$ cat config.mk
export PLATFORM = sky130hd
export DESIGN_NAME = uart_rx_ctrl
export DESIGN_NICKNAME = d
export VERILOG_FILES = /design/src/rtl/uart_pkg.sv /design/src/rtl/bit_synchronizer.sv /design/src/rtl/counter.sv /design/src/rtl/uart_rx_ctrl.sv
export SDC_FILE = /design/constraint.sdc
export NUM_CORES = 1
export LEC_CHECK = 0
export CAP_MARGIN = 25
export CORE_ASPECT_RATIO = 0.5
export CORE_UTILIZATION = 50
export CTS_BUF_LIST = sky130_fd_sc_hd__clkbuf_4 sky130_fd_sc_hd__clkbuf_8 sky130_fd_sc_hd__clkbuf_16
export CTS_CLUSTER_SIZE = 30
export DETAILED_ROUTE_END_ITERATION = 10
export GPL_TIMING_DRIVEN = 0
export PLACE_DENSITY_LB_ADDON = 0.2
export SLEW_MARGIN = 20
export SYNTH_ARGS = -nofsm -noshare
export SYNTH_HDL_FRONTEND = slang
export SYNTH_SLANG_ARGS = --single-unit
$ cat constraint.sdc
create_clock -name clk -period 4.87 [get_ports clk]
set_input_delay 0.487 -clock clk [delete_from_list [all_inputs] [get_ports clk]]
set_output_delay 0.487 -clock clk [all_outputs]
set_load 0.05 [all_outputs]
$ cat src/rtl/uart_pkg.sv
// Shared types and constants for the UART receive path.
package uart_pkg;

  typedef enum logic [2:0] {IDLE, START, DATA, PARITY, STOP, BREAK} uart_rx_state_t;

  localparam int unsigned MIN_CLKS_PER_BIT = 4;

endpackage

$ cat src/rtl/bit_synchronizer.sv
// Multi-flop synchronizer for a single asynchronous bit; resets to 0.
module bit_synchronizer #(
  parameter int unsigned STAGES = 3
) (
  input  logic clk,
  input  logic rst_n,
  input  logic d_i,
  output logic q_o
);

  logic [STAGES-1:0] sync_q;

  always_ff @(posedge clk or negedge rst_n) begin
    if (!rst_n) sync_q <= '0;
    else        sync_q <= {sync_q[STAGES-2:0], d_i};
  end

  assign q_o = sync_q[STAGES-1];

endmodule

$ cat src/rtl/counter.sv
// Up-counter with synchronous clear-to-zero (load) taking priority over advance (en).
module counter #(
  parameter int unsigned WIDTH = 8
) (
  input  logic             clk,
  input  logic             rst_n,
  input  logic             load_i,
  input  logic             en_i,
  output logic [WIDTH-1:0] count_o
);

  logic [WIDTH-1:0] count_q;

  always_ff @(posedge clk or negedge rst_n) begin
    if (!rst_n)      count_q <= '0;
    else if (load_i) count_q <= '0;
    else if (en_i)   count_q <= count_q + WIDTH'(1);
  end

  assign count_o = count_q;

endmodule

$ cat src/rtl/uart_rx_ctrl.sv
// UART receiver: start/data/parity/stop sequencing with mid-bit sampling,
// valid/ready output register and single-cycle error pulses.
module uart_rx_ctrl
  import uart_pkg::*;
#(
  parameter int unsigned DATA_BITS   = 8,
  parameter int unsigned DIV_WIDTH   = 16,
  parameter int unsigned SYNC_STAGES = 3
) (
  input  logic                 clk,
  input  logic                 rst_n,
  input  logic                 rx,
  input  logic [DIV_WIDTH-1:0] clks_per_bit,
  input  logic                 parity_en,
  input  logic                 parity_odd,
  output logic [DATA_BITS-1:0] data,
  output logic                 valid,
  input  logic                 ready,
  output logic                 framing_err,
  output logic                 parity_err,
  output logic                 overrun
);

  localparam int unsigned IDX_W = $clog2(DATA_BITS + 1);
  localparam logic [IDX_W-1:0] LAST_IDX = IDX_W'(DATA_BITS - 1);

  uart_rx_state_t       state_q;
  logic                 rx_s;
  logic                 armed_q;
  logic [DIV_WIDTH-1:0] cpb_q, half_q, cpb_d;
  logic                 par_en_q, par_odd_q, par_bad_q;
  logic [DATA_BITS-1:0] shift_q, data_q;
  logic                 valid_q, ferr_q, perr_q, ovr_q;

  logic [DIV_WIDTH-1:0] timer;
  logic [IDX_W-1:0]     bit_idx;
  logic                 start_det, sample;
  logic                 timer_load, timer_en, idx_load, idx_en;

  bit_synchronizer #(.STAGES(SYNC_STAGES)) u_sync (
    .clk  (clk),
    .rst_n(rst_n),
    .d_i  (rx),
    .q_o  (rx_s)
  );

  counter #(.WIDTH(DIV_WIDTH)) u_bit_timer (
    .clk    (clk),
    .rst_n  (rst_n),
    .load_i (timer_load),
    .en_i   (timer_en),
    .count_o(timer)
  );

  counter #(.WIDTH(IDX_W)) u_bit_index (
    .clk    (clk),
    .rst_n  (rst_n),
    .load_i (idx_load),
    .en_i   (idx_en),
    .count_o(bit_idx)
  );

  always_comb begin
    cpb_d      = (clks_per_bit < DIV_WIDTH'(MIN_CLKS_PER_BIT)) ? DIV_WIDTH'(MIN_CLKS_PER_BIT)
                                                               : clks_per_bit;
    start_det  = (state_q == IDLE) && armed_q && !rx_s;
    sample     = 1'b0;
    case (state_q)
      START:             sample = (timer == (half_q - DIV_WIDTH'(1)));
      DATA, PARITY, STOP: sample = (timer == (cpb_q - DIV_WIDTH'(1)));
      default:           sample = 1'b0;
    endcase
    timer_load = start_det || sample;
    timer_en   = !timer_load && (state_q inside {START, DATA, PARITY, STOP});
    idx_load   = (state_q == START) && sample;
    idx_en     = (state_q == DATA) && sample && (bit_idx != LAST_IDX);
  end

  always_ff @(posedge clk or negedge rst_n) begin
    if (!rst_n) begin
      state_q   <= IDLE;
      armed_q   <= 1'b0;
      cpb_q     <= DIV_WIDTH'(MIN_CLKS_PER_BIT);
      half_q    <= DIV_WIDTH'(MIN_CLKS_PER_BIT / 2);
      par_en_q  <= 1'b0;
      par_odd_q <= 1'b0;
      par_bad_q <= 1'b0;
      shift_q   <= '0;
      data_q    <= '0;
      valid_q   <= 1'b0;
      ferr_q    <= 1'b0;
      perr_q    <= 1'b0;
      ovr_q     <= 1'b0;
    end else begin
      // synchronizer resets low, so a start is only trusted once the idle-high line is seen
      armed_q <= armed_q | rx_s;
      ferr_q  <= 1'b0;
      perr_q  <= 1'b0;
      ovr_q   <= 1'b0;
      if (valid_q && ready) valid_q <= 1'b0;

      case (state_q)
        IDLE: if (start_det) begin
          cpb_q     <= cpb_d;
          half_q    <= cpb_d >> 1;
          par_en_q  <= parity_en;
          par_odd_q <= parity_odd;
          par_bad_q <= 1'b0;
          state_q   <= START;
        end
        START: if (sample) state_q <= rx_s ? IDLE : DATA;
        DATA: if (sample) begin
          shift_q <= {rx_s, shift_q[DATA_BITS-1:1]};
          if (bit_idx == LAST_IDX) state_q <= par_en_q ? PARITY : STOP;
        end
        PARITY: if (sample) begin
          par_bad_q <= ((^shift_q) ^ rx_s) != par_odd_q;
          state_q   <= STOP;
        end
        STOP: if (sample) begin
          if (!rx_s) begin
            ferr_q  <= 1'b1;
            state_q <= BREAK;
          end else begin
            if (par_bad_q)     perr_q <= 1'b1;
            else if (!valid_q) begin
              data_q  <= shift_q;
              valid_q <= 1'b1;
            end else           ovr_q  <= 1'b1;
            state_q <= IDLE;
          end
        end
        BREAK:   if (rx_s) state_q <= IDLE;
        default: state_q <= IDLE;
      endcase
    end
  end

  assign data        = data_q;
  assign valid       = valid_q;
  assign framing_err = ferr_q;
  assign parity_err  = perr_q;
  assign overrun     = ovr_q;

endmodule

==> results of run 1 <==
final timing paths:
kind,startpoint,to,slack (ns),cells after the start
worst max-delay path,state_q[2],shift_q[7],0.20,17
worst min-delay path,rst_n,u_sync.sync_q[1],0.02,1
worst max register to register,state_q[2],shift_q[7],0.20,17
worst min register to register,u_sync.sync_q[1],u_sync.sync_q[2],0.35,0
max in group asynchronous,rst_n,cpb_q[2],4.28,2
min in group clk,u_sync.sync_q[1],u_sync.sync_q[2],0.35,0
worst register-to-register path, stage by stage (launching register included):
cell	delay, ns
sky130_fd_sc_hd__dfrtp_1	0.42
sky130_fd_sc_hd__clkbuf_4	0.24
sky130_fd_sc_hd__nand2b_1	0.17
sky130_fd_sc_hd__clkbuf_4	0.23
sky130_fd_sc_hd__clkbuf_4	0.24
sky130_fd_sc_hd__a21boi_0	0.15
sky130_fd_sc_hd__nor2_1	0.14
sky130_fd_sc_hd__ha_1	0.21
sky130_fd_sc_hd__nand2b_1	0.09
sky130_fd_sc_hd__or4_1	0.49
sky130_fd_sc_hd__a2bb2oi_4	0.23
sky130_fd_sc_hd__nand4_1	0.16
sky130_fd_sc_hd__or4b_4	0.54
sky130_fd_sc_hd__a21boi_2	0.20
sky130_fd_sc_hd__nand4_4	0.21
sky130_fd_sc_hd__nor4_4	0.30
sky130_fd_sc_hd__buf_4	0.21
sky130_fd_sc_hd__mux2_1	0.34
power groups by stage:
stage | Sequential, µW | Combinational (µW) | Clock (µW)
after floorplan | 763 | 553 | 0
after global placement | 810 | 672 | 0
after detailed placement | 810 | 690 | 0
after CTS | 802 | 695 | 664
after global routing | 821 | 800 | 687
final | 808 | 710 | 658
layout by cell type, fill, tap and decap left out, types with 13 or more instances in the layout:
master / Yosys / final
sky130_fd_sc_hd__xnor2_1: 21 / 21
sky130_fd_sc_hd__nor3_1: 29 / 29
sky130_fd_sc_hd__mux2_2: 19 / 19
sky130_fd_sc_hd__nor2_1: 21 / 21
sky130_fd_sc_hd__dfrtp_1: 65 / 65
sky130_fd_sc_hd__a21oi_1: 19 / 18
sky130_fd_sc_hd__nand2_1: 61 / 61
sky130_fd_sc_hd__o21ai_0: 13 / 13
sky130_fd_sc_hd__clkdlybuf4s50_1: 0 / 32
kinds of logic (layout without fill, tap and decap cells):
family	Yosys count	count (layout)	synth area share, %
adder cells (fa/ha/maj)	3	3	0.923
flip-flops	66	66	40.6
multiplexers	28	28	7.81
buffers and inverters	26	78	3.20
XOR/XNOR	33	33	7.10
AND/OR/NAND/NOR	190	190	25.4
AO/OA/AOI/OAI	85	85	15.0
layout make-up:
type	instances	area (µm²)
fill	648	2680
tap	108	135
clock buffer	10	239
clock inverter	6	66.3
sequential	66	1650
multi-input combinational	339	2320
buffer	20	115
timing repair buffer	36	370
inverter	6	22.5
synthesized netlist by cell type (all sizes together), types with 2 or more instances:
master / n
nand3b: 3
inv: 6
or4: 4
or2: 4
or3: 4
ha: 3
and3: 7
nor4b: 2
nand4: 8
or3b: 3
nor3: 31
a21boi: 6
and2: 4
nand2b: 4
nand2: 62
nor2: 21
or4b: 3
xor2: 12
xnor2: 21
nand3: 12
o21ai: 14
o211ai: 4
mux2i: 8
clkbuf: 9
nor4: 8
a211o: 2
o31ai: 4
o22a: 2
a21o: 3
o21bai: 2
nor3b: 3
buf: 11
o41ai: 2
nor2b: 4
o22ai: 2
a22o: 2
a21oi: 19
a2111oi: 2
mux2: 20
o21a: 4
dfrtp: 65
a211oi: 5
a31oi: 2
routing by layer:
layer | wire [µm] | up-vias | global-route usage [%]
met5 | 0 | - | 0
met1 | 4630 | 1664 | 35.4
met4 | 119 | 0 | 7.12
met3 | 580 | 10 | 6.39
li1 | - | 1686 | -
met2 | 4140 | 90 | 39.7
metrics by stage:
| stage | hold slack [ns] | power (µW) | util, % | instance area, µm² | std cells |
|---|---|---|---|---|---|
| global route | 0.0368 | 2310 | 64.8 | 4920 | 591 |
| floorplan | 0.191 | 1320 | - | 4070 | 431 |
| finish | 0.0194 | 2180 | 64.8 | 4920 | 591 |
| detailed placement | 0.341 | 1500 | 60.1 | 4570 | 573 |
| global placement | 0.332 | 1480 | 59.7 | 4530 | 572 |
| CTS | 0.0260 | 2160 | 64.1 | 4870 | 589 |
state kept, by name, indices dropped and copies added, names as in the netlist:
| register | flops |
|---|---|
| armed_q | 1 |
| cpb_q | 16 |
| data | 8 |
| framing_err | 1 |
| overrun | 1 |
| par_bad_q | 1 |
| par_en_q | 1 |
| par_odd_q | 1 |
| parity_err | 1 |
| shift_q | 8 |
| state_q | 3 |
| u_bit_index.count_o | 4 |
| u_bit_timer.count_o | 16 |
| u_sync.sync_q | 3 |
| valid | 1 |
repair_timing:
| action | 4_1_cts | 5_1_grt |
|---|---|---|
| hold buffers | 0 | 0 |
| gates resized for setup | 0 | 7 |
| buffers inserted | 0 | 2 |
| endpoints found under the setup margin | 0 | 33 |
==> flow_metrics.env, run 1 <==
export IMPL_synth_largest_type_area_fraction_pct=40.0
export IMPL_peakVddDrop_v=0.000239
export IMPL_critPathArrivalTime_ns=4.89
export IMPL_report_final_setup_viol=0
export IMPL_cts_htree_levels=3
export IMPL_worst_path_dominant_cell_family="simple AND/OR/NAND/NOR gates"
export IMPL_leakage_uw=0.00203
export IMPL_die_area_um2=8520
export IMPL_route_detailed_drc=0
export IMPL_clock_network_power_share_pct=30.2
export IMPL_total_iterations_of_the_first_detailed_routing_run=5
export IMPL_run_status="finished, final reports clean"
export IMPL_finish_net_count=503
export IMPL_crit_path_max_cell_delay_ns=0.54
export IMPL_clk_path_buf_depth=2
export IMPL_power_density_nw_per_um2=442
export IMPL_design_core_area_um2=7600
export IMPL_core_rowCount=22
export IMPL_dominantRegCellSynth="sky130_fd_sc_hd__dfrtp_1"
export IMPL_synth_top_cells_by_area="sky130_fd_sc_hd__dfrtp_1 40%, sky130_fd_sc_hd__nand2_1 5.6%, sky130_fd_sc_hd__mux2_2 5.3%"
export IMPL_worst_path_max_fanout=10
export IMPL_flow_area_growth_from_synthesis_pct=20.9
export IMPL_route_vias_total=3450
export IMPL_setup_worst_path_start_class="flop"
export IMPL_dpl_worst_slack_ns=0.0749
export IMPL_yosys_area_top_type="sky130_fd_sc_hd__dfrtp_1"
export IMPL_synthesis_instances=431
export IMPL_floorplan_die_width_um=130
export IMPL_vias_in_the_first_global_route=3303
export IMPL_synth_cell_type_count=73
export IMPL_ys_seq_elements=66
export IMPL_worstPathBufferInverterCount=4
export IMPL_slew_headroom_pct=44.9
export IMPL_setup_ws_ns=0.198
export IMPL_synthArstFlopShare_pct=100
export IMPL_number_of_enable_type_register_cells_in_the_synthesized_netlist=0
export IMPL_crit_path_cell_trace="clkbuf_4, nand2b_1, clkbuf_4, clkbuf_4, a21boi_0, nor2_1, ha_1, nand2b_1, or4_1, a2bb2oi_4, nand4_1, or4b_4, a21boi_2, nand4_4, nor4_4, buf_4, mux2_1"
export IMPL_first_iter_violations=243
export IMPL_grt_ovfl_total=0
export IMPL_cts_tree="done"
export IMPL_power_share_switching_pct=36.2
export IMPL_p_sw_uw=787
export IMPL_intPower_uw=1390
export IMPL_die_height_um=65.8
export IMPL_rsz0062_at_grt="false"
export IMPL_tightest_slew_ns=0.820
export IMPL_effective_utilization_at_floorplan_pct=53.6
export IMPL_endpoint_required_time_on_the_critical_path_ns=5.09
export IMPL_clock_slew_at_reported_path_ffs_ns=0.05
export IMPL_gpl_final_weighted_congestion=0.861
export IMPL_drive_above_1_share_pct=15.3
export IMPL_slew_violations=0
export IMPL_boundaryPins=34
export IMPL_count_of_antenna_diodes_in_the_layout=0
export IMPL_achievable_frequency_mhz=214
export IMPL_synth_sequential_area_ratio_pct=40.6
export IMPL_final_hold_violation_count=0
export IMPL_cts_root_buf="sky130_fd_sc_hd__clkbuf_16"
export IMPL_finalSetupTns_ns=0
export IMPL_postSynthAreaPerCell_um2=9.44
export IMPL_layout_worst_path_cycle_share_pct=95.9
export IMPL_layout_min_cycle_time_ns=4.67
export IMPL_numPortBuffers=33
export IMPL_grt_first_pass_wirelength_mm=16.4
export IMPL_end_kind="flop"
export IMPL_timing_setup_critical_path_class="reg -> reg"
export IMPL_synthesis_yosys_warnings=0
export IMPL_finalClockSkew_ns=0.00565
export IMPL_cts_sink_count=66
export IMPL_critical_path_slowest_cell="sky130_fd_sc_hd__or4b_4"
export IMPL_cts_buffers=9
export IMPL_detailedPlacementHpwl_mm=6.94
export IMPL_wirelength_mm=9.47
export IMPL_grt_usage_pct=25.5
export IMPL_power_frac_seq_pct=37.1
export IMPL_antenna_violations_before_repair=0
export IMPL_syn_area_um2=4070
export IMPL_path_common_cell="sky130_fd_sc_hd__clkbuf_4"
export IMPL_max_cap_violations=0
export IMPL_clock_insertion_delay_worst_skew_ns=0.34
export IMPL_pin_count_of_the_biggest_net_entering_global_routing=49
export IMPL_hold_path_class="in -> async"
export IMPL_wirelength_per_cell_um=16.0
export IMPL_power_share_combinational_pct=32.6
export IMPL_antenna_left=0
export IMPL_routed_via_density=5.84
export IMPL_synthesis_nets=456
Power figures use the tool's default switching activity.
==> run 2: changes to the inputs <==
--- a/config.mk
+++ b/config.mk
@@ -6,7 +6,7 @@
 export NUM_CORES = 1
 export LEC_CHECK = 0
 export CAP_MARGIN = 25
-export CORE_ASPECT_RATIO = 0.5
+export CORE_ASPECT_RATIO = 0.75
 export CORE_UTILIZATION = 50
 export CTS_BUF_LIST = sky130_fd_sc_hd__clkbuf_4 sky130_fd_sc_hd__clkbuf_8 sky130_fd_sc_hd__clkbuf_16
 export CTS_CLUSTER_SIZE = 30
==> run 2 against run 1 <==
Effect of this change: cell count up 0.17%; register-to-register slack got worse by 0.09 ns; cell area decreased by 1.8%; worst setup slack worse by 0.092 ns; flip-flop and latch count did not move; first-iteration DRC count down 5.8%; total power is 7.8% lower; utilization down 3.5 points; critical path type unchanged; largest cell class unchanged; largest power group unchanged.
==> flow_metrics.env, run 2 (synthesis results as in run 1) <==
export IMPL_intPower_uw=1220
export IMPL_pin_count_of_the_biggest_net_entering_global_routing=58
export IMPL_effective_utilization_at_floorplan_pct=51.6
export IMPL_slew_headroom_pct=38.6
export IMPL_first_iter_violations=229
export IMPL_clock_network_power_share_pct=23.4
export IMPL_dpl_worst_slack_ns=0.0815
export IMPL_whs_path_depth=0
export IMPL_achievable_frequency_mhz=210
export IMPL_boundaryPins=34
export IMPL_critical_path_slowest_cell="sky130_fd_sc_hd__or4b_2"
export IMPL_cts_root_buf="sky130_fd_sc_hd__clkbuf_8"
export IMPL_cts_tree="done"
export IMPL_grt_usage_pct=25.1
export IMPL_layout_core_utilization_pct=61.3
export IMPL_core_rowCount=28
export IMPL_worst_path_max_fanout=10
export IMPL_max_cap_violations=0
export IMPL_antenna_violations_before_repair=0
export IMPL_end_kind="flop"
export IMPL_final_hold_violation_count=0
export IMPL_peakVddDrop_v=0.000260
export IMPL_rrSetupSlack_ns=0.11
export IMPL_floorplan_die_width_um=106
export IMPL_flow_area_growth_from_synthesis_pct=18.7
export IMPL_finalSetupTns_ns=0
export IMPL_final_instance_count_excl_fill=592
export IMPL_die_height_um=80.1
export IMPL_cts_sink_count=66
export IMPL_report_final_setup_viol=0
export IMPL_detailedPlacementHpwl_mm=7.14
export IMPL_count_of_antenna_diodes_in_the_layout=0
export IMPL_power_share_switching_pct=39.2
export IMPL_critPathArrivalTime_ns=5.01
export IMPL_numPortBuffers=33
export IMPL_leakage_uw=0.00200
export IMPL_power_frac_seq_pct=40.7
export IMPL_rsz0062_at_grt="true"
export IMPL_layout_worst_path_cycle_share_pct=97.8
export IMPL_layout_cells_most_common_list="65 x sky130_fd_sc_hd__dfrtp_1, 61 x sky130_fd_sc_hd__nand2_1, 32 x sky130_fd_sc_hd__clkdlybuf4s50_1"
export IMPL_p_sw_uw=787
export IMPL_endpoint_required_time_on_the_critical_path_ns=5.12
export IMPL_timing_setup_critical_path_class="reg -> reg"
export IMPL_critical_path_depth=17
export IMPL_cts_htree_levels=3
export IMPL_tightest_slew_ns=0.913
export IMPL_total_iterations_of_the_first_detailed_routing_run=7
export IMPL_cts_buffers=9
export IMPL_run_status="finished, final reports clean"
export IMPL_gpl_final_weighted_congestion=0.928
export IMPL_antenna_left=0
export IMPL_crit_path_max_cell_delay_ns=0.63
export IMPL_grt_first_pass_wirelength_mm=16.4
export IMPL_finalClockSkew_ns=0.0164
export IMPL_finish_net_count=507
export IMPL_reg2reg_depth=17
export IMPL_clk_path_buf_depth=2
export IMPL_layout_min_cycle_time_ns=4.76
export IMPL_grt_ovfl_total=0
export IMPL_worstPathBufferInverterCount=4
export IMPL_routed_via_density=5.93
export IMPL_route_vias_total=3509
export IMPL_clock_insertion_delay_worst_skew_ns=0.37
export IMPL_worst_path_dominant_cell_family="simple AND/OR/NAND/NOR gates"
export IMPL_power_density_nw_per_um2=415
export IMPL_wirelength_mm=9.84
export IMPL_wirelength_per_cell_um=16.6
export IMPL_power_share_combinational_pct=35.9
export IMPL_crit_path_cell_trace="buf_2, or3b_4, buf_6, buf_6, nand2_2, mux2i_1, ha_1, nand2b_1, or4_1, nand2_1, nor2_1, or4b_2, a21oi_1, nand4_4, nor4_4, buf_4, mux2_2"
export IMPL_drive_above_1_share_pct=15.8
export IMPL_vias_in_the_first_global_route=3319
export IMPL_setup_ws_ns=0.105
export IMPL_slew_violations=0
export IMPL_path_common_cell="sky130_fd_sc_hd__buf_6"
export IMPL_clock_slew_at_reported_path_ffs_ns=0.08
export IMPL_die_area_um2=8510
export IMPL_fin_worst_hold_slack_ns=0.356
export IMPL_most_common_cell_after_layout_fill_and_taps_aside="sky130_fd_sc_hd__dfrtp_1"
export IMPL_route_detailed_drc=0
export IMPL_setup_worst_path_start_class="flop"
export IMPL_design_core_area_um2=7880
export IMPL_hold_path_class="reg -> reg"
export IMPL_place_detailed_instances=570
==> run 2: through the flow <==
stage	power, µW	cell area, µm²
after floorplan	1320	4070
after global placement	1480	4530
after detailed placement	1510	4560
after CTS	1990	4770
after global routing	2140	4830
final	2010	4830
==> run 2: repair_timing <==
item	CTS	global route
hold buffers	1	0
endpoints found under the hold margin	9	0
setup endpoints to repair	0	33
resized for setup	0	3
buffers inserted	0	5
==> run 2: cell type report <==
class / instances / area [µm²]
buffer: 20 / 110
clock buffer: 9 / 124
clock inverter: 7 / 76.3
fill: 666 / 3050
inverter: 6 / 22.5
sequential: 66 / 1650
tap: 105 / 131
timing repair buffer: 40 / 403
multi-input combinational: 339 / 2310
==> run 2: worst paths after layout <==
check / startpoint / end
max: state_q[0] / shift_q[2]
min: u_sync.sync_q[0] / u_sync.sync_q[1]
max reg2reg: state_q[0] / shift_q[2]
min reg2reg: u_sync.sync_q[0] / u_sync.sync_q[1]
max in group asynchronous: rst_n / cpb_q[2]
min in group asynchronous: rst_n / u_bit_timer.count_o[11]
==> run 2: routing by layer <==
metal | global-route usage (%) | routed length, µm
met1 | 35.5 | 4750
met2 | 37.5 | 4200
met3 | 6.82 | 741
met4 | 7.22 | 148
met5 | 0 | 0
==> run 2: worst register-to-register path: cells and delay by family (launching register included) <==
family	cells	cell delay [ns]
AO/OA/AOI/OAI	1	0.26
adder cells (fa/ha/maj)	1	0.23
buffers and inverters	4	0.68
flip-flops	1	0.36
multiplexers	2	0.60
AND/OR/NAND/NOR	9	2.52
==> run 2: power by group through the flow <==
stage	Combinational (µW)	Sequential, µW	Clock [µW]
6_report	720	818	469
5_1_grt	806	834	499
4_1_cts	701	809	479
3_5_place_dp	696	818	0
3_3_place_gp	668	812	0
2_1_floorplan	553	763	0
==> run 3: changes to the inputs <==
--- a/config.mk
+++ b/config.mk
@@ -11,7 +11,6 @@
 export CTS_BUF_LIST = sky130_fd_sc_hd__clkbuf_4 sky130_fd_sc_hd__clkbuf_8 sky130_fd_sc_hd__clkbuf_16
 export CTS_CLUSTER_SIZE = 30
 export DETAILED_ROUTE_END_ITERATION = 10
-export GPL_TIMING_DRIVEN = 0
 export PLACE_DENSITY_LB_ADDON = 0.2
 export SLEW_MARGIN = 20
 export SYNTH_ARGS = -nofsm -noshare
==> run 3 against run 2 <==
Effect of this change: flip-flop and latch count stayed put; worst hold slack worse by 0.25 ns; cell count is 3.0% lower; worst setup slack better by 0.19 ns; global-route usage is 0.98 points lower; die area stayed put; fmax is 4.2% higher; critical path type unchanged; critical endpoint is now shift_q[3]; highest routed layer unchanged.
==> flow_metrics.env, run 3 (synthesis results as in run 1) <==
export IMPL_cts_root_buf="sky130_fd_sc_hd__clkbuf_8"
export IMPL_grt_first_pass_wirelength_mm=15.6
export IMPL_count_of_antenna_diodes_in_the_layout=0
export IMPL_boundaryPins=34
export IMPL_die_height_um=80.1
export IMPL_wirelength_mm=9.48
export IMPL_layout_cells_most_common_list="65 x sky130_fd_sc_hd__dfrtp_1, 61 x sky130_fd_sc_hd__nand2_1, 32 x sky130_fd_sc_hd__clkdlybuf4s50_1"
export IMPL_worstReg2RegEnd="shift_q[3]"
export IMPL_floorplan_die_width_um=106
export IMPL_most_common_cell_after_layout_fill_and_taps_aside="sky130_fd_sc_hd__dfrtp_1"
export IMPL_clock_network_power_share_pct=22.3
export IMPL_peakVddDrop_v=0.000254
export IMPL_fin_worst_hold_slack_ns=0.102
export IMPL_cts_sink_count=66
export IMPL_power_density_nw_per_um2=419
export IMPL_dpl_worst_slack_ns=0.332
export IMPL_antenna_left=0
export IMPL_design_core_area_um2=7880
export IMPL_finalClockSkew_ns=0.0162
export IMPL_antenna_violations_before_repair=0
export IMPL_timing_setup_critical_path_class="reg -> reg"
export IMPL_total_iterations_of_the_first_detailed_routing_run=5
export IMPL_grt_usage_pct=24.1
export IMPL_rsz0062_at_grt="false"
export IMPL_grt_ovfl_total=0
export IMPL_clock_slew_at_reported_path_ffs_ns=0.09
export IMPL_leakage_uw=0.00193
export IMPL_route_vias_total=3435
export IMPL_cts_tree="done"
export IMPL_route_detailed_drc=0
export IMPL_final_hold_violation_count=0
export IMPL_report_final_setup_viol=0
export IMPL_first_iter_violations=315
export IMPL_routed_via_density=5.98
export IMPL_run_status="finished, final reports clean"
export IMPL_layout_min_cycle_time_ns=4.57
export IMPL_flow_area_growth_from_synthesis_pct=14.9
export IMPL_design_power_total_uw=1960
export IMPL_tightest_slew_ns=0.764
export IMPL_cts_buffers=9
export IMPL_critical_path_reg2reg_startpoint="state_q[1]"
export IMPL_power_frac_seq_pct=41.9
export IMPL_setup_ws_ns=0.296
export IMPL_hold_path_class="in -> async"
export IMPL_wirelength_per_cell_um=16.5
export IMPL_finish_net_count=489
export IMPL_power_share_combinational_pct=35.8
export IMPL_detailedPlacementHpwl_mm=6.96
export IMPL_setup_worst_path_start_class="flop"
export IMPL_slew_violations=0
export IMPL_end_kind="flop"
export IMPL_endpoint_required_time_on_the_critical_path_ns=5.10
export IMPL_worst_setup_path_startpoint="state_q[1]"
export IMPL_place_detailed_instances=558
export IMPL_pin_count_of_the_biggest_net_entering_global_routing=44
export IMPL_postCtsResizedCells=0
export IMPL_cts_htree_levels=3
export IMPL_slew_headroom_pct=49.0
export IMPL_hold_buf_count_cts=0
export IMPL_vias_in_the_first_global_route=3074
export IMPL_layout_worst_path_cycle_share_pct=93.9
export IMPL_die_area_um2=8510
export IMPL_gpl_final_weighted_congestion=0.907
export IMPL_post_cts_repair_setup_buffers=0
export IMPL_final_instance_count_excl_fill=574
export IMPL_achievable_frequency_mhz=219
export IMPL_core_rowCount=28
export IMPL_numPortBuffers=33
export IMPL_p_sw_uw=795
export IMPL_effective_utilization_at_floorplan_pct=51.6
export IMPL_clk_path_buf_depth=2
export IMPL_worst_path_max_fanout=20
export IMPL_rrSetupSlack_ns=0.30
export IMPL_finalSetupTns_ns=0
export IMPL_max_cap_violations=0
export IMPL_intPower_uw=1160
export IMPL_drive_above_1_share_pct=14.5
export IMPL_power_share_switching_pct=40.6
export IMPL_clock_insertion_delay_worst_skew_ns=0.35
export IMPL_reg2reg_depth=13
export IMPL_worstSetupEndpoint="shift_q[3]"
export IMPL_critPathArrivalTime_ns=4.81
## run 3: cell count changes in the layout (fill, tap and decap cells not counted), sizes merged
cell,before,now
clkbuf,19,9
buf,17,10
inv,8,11
clkinv,2,0
bufinv,1,0
dlygate4sd3,1,0
## run 3: how the worst min path moves through the flow
stage                      from                       to  slack [ns]  cells past startpoint
4_1_cts                   rst_n   u_bit_timer.count_o[8]        0.11                      1
2_1_floorplan             rst_n                  armed_q        0.19                      0
6_report                  rst_n   u_bit_timer.count_o[8]        0.10                      1
5_1_grt                   rst_n  u_bit_timer.count_o[11]        0.16                      1
3_3_place_gp   u_sync.sync_q[0]         u_sync.sync_q[1]        0.33                      0
3_5_place_dp   u_sync.sync_q[0]         u_sync.sync_q[1]        0.35                      0
## run 3: stage by stage
step	util, %	cell area, µm²
2_1_floorplan	-	4070
3_3_place_gp	57.0	4490
3_5_place_dp	57.0	4490
4_1_cts	59.3	4670
5_1_grt	59.3	4670
6_report	59.3	4670
## run 3: metal layers
metal  GRT usage (%)  up-vias  wire length, µm
li1                -     1646                -
met1            38.1     1652             4980
met2            32.5      117             3850
met3            4.14       20              507
met4            7.50        0              139
met5               0        -                0
## run 3: power groups by stage
stage	logic (µW)	registers (µW)	clock network [µW]
2_1_floorplan	553	763	0
3_3_place_gp	675	821	0
3_5_place_dp	693	825	0
4_1_cts	695	816	444
5_1_grt	783	842	464
6_report	701	821	436
## run 3: final cells by class
class	count	area, µm²
Timing Repair Buffer	42	393
Sequential cell	66	1650
Clock inverter	7	58.8
Inverter	6	22.5
Multi-Input combinational cell	339	2290
Fill cell	708	3210
Tap cell	105	131
Clock buffer	9	124
## run 3: worst max-delay path, cell delays in order (launching register included)
cell and delay, ns:
sky130_fd_sc_hd__dfrtp_1 0.49, sky130_fd_sc_hd__or3b_4 0.55, sky130_fd_sc_hd__nand2_2 0.20, sky130_fd_sc_hd__mux2i_1 0.22, sky130_fd_sc_hd__ha_1 0.21, sky130_fd_sc_hd__nand2b_1 0.07
sky130_fd_sc_hd__or4_1 0.44, sky130_fd_sc_hd__a2bb2oi_2 0.26, sky130_fd_sc_hd__nand4_1 0.17, sky130_fd_sc_hd__or4b_4 0.52, sky130_fd_sc_hd__a21boi_2 0.20, sky130_fd_sc_hd__nand4_4 0.20
sky130_fd_sc_hd__nor4_4 0.51, sky130_fd_sc_hd__mux2_2 0.41
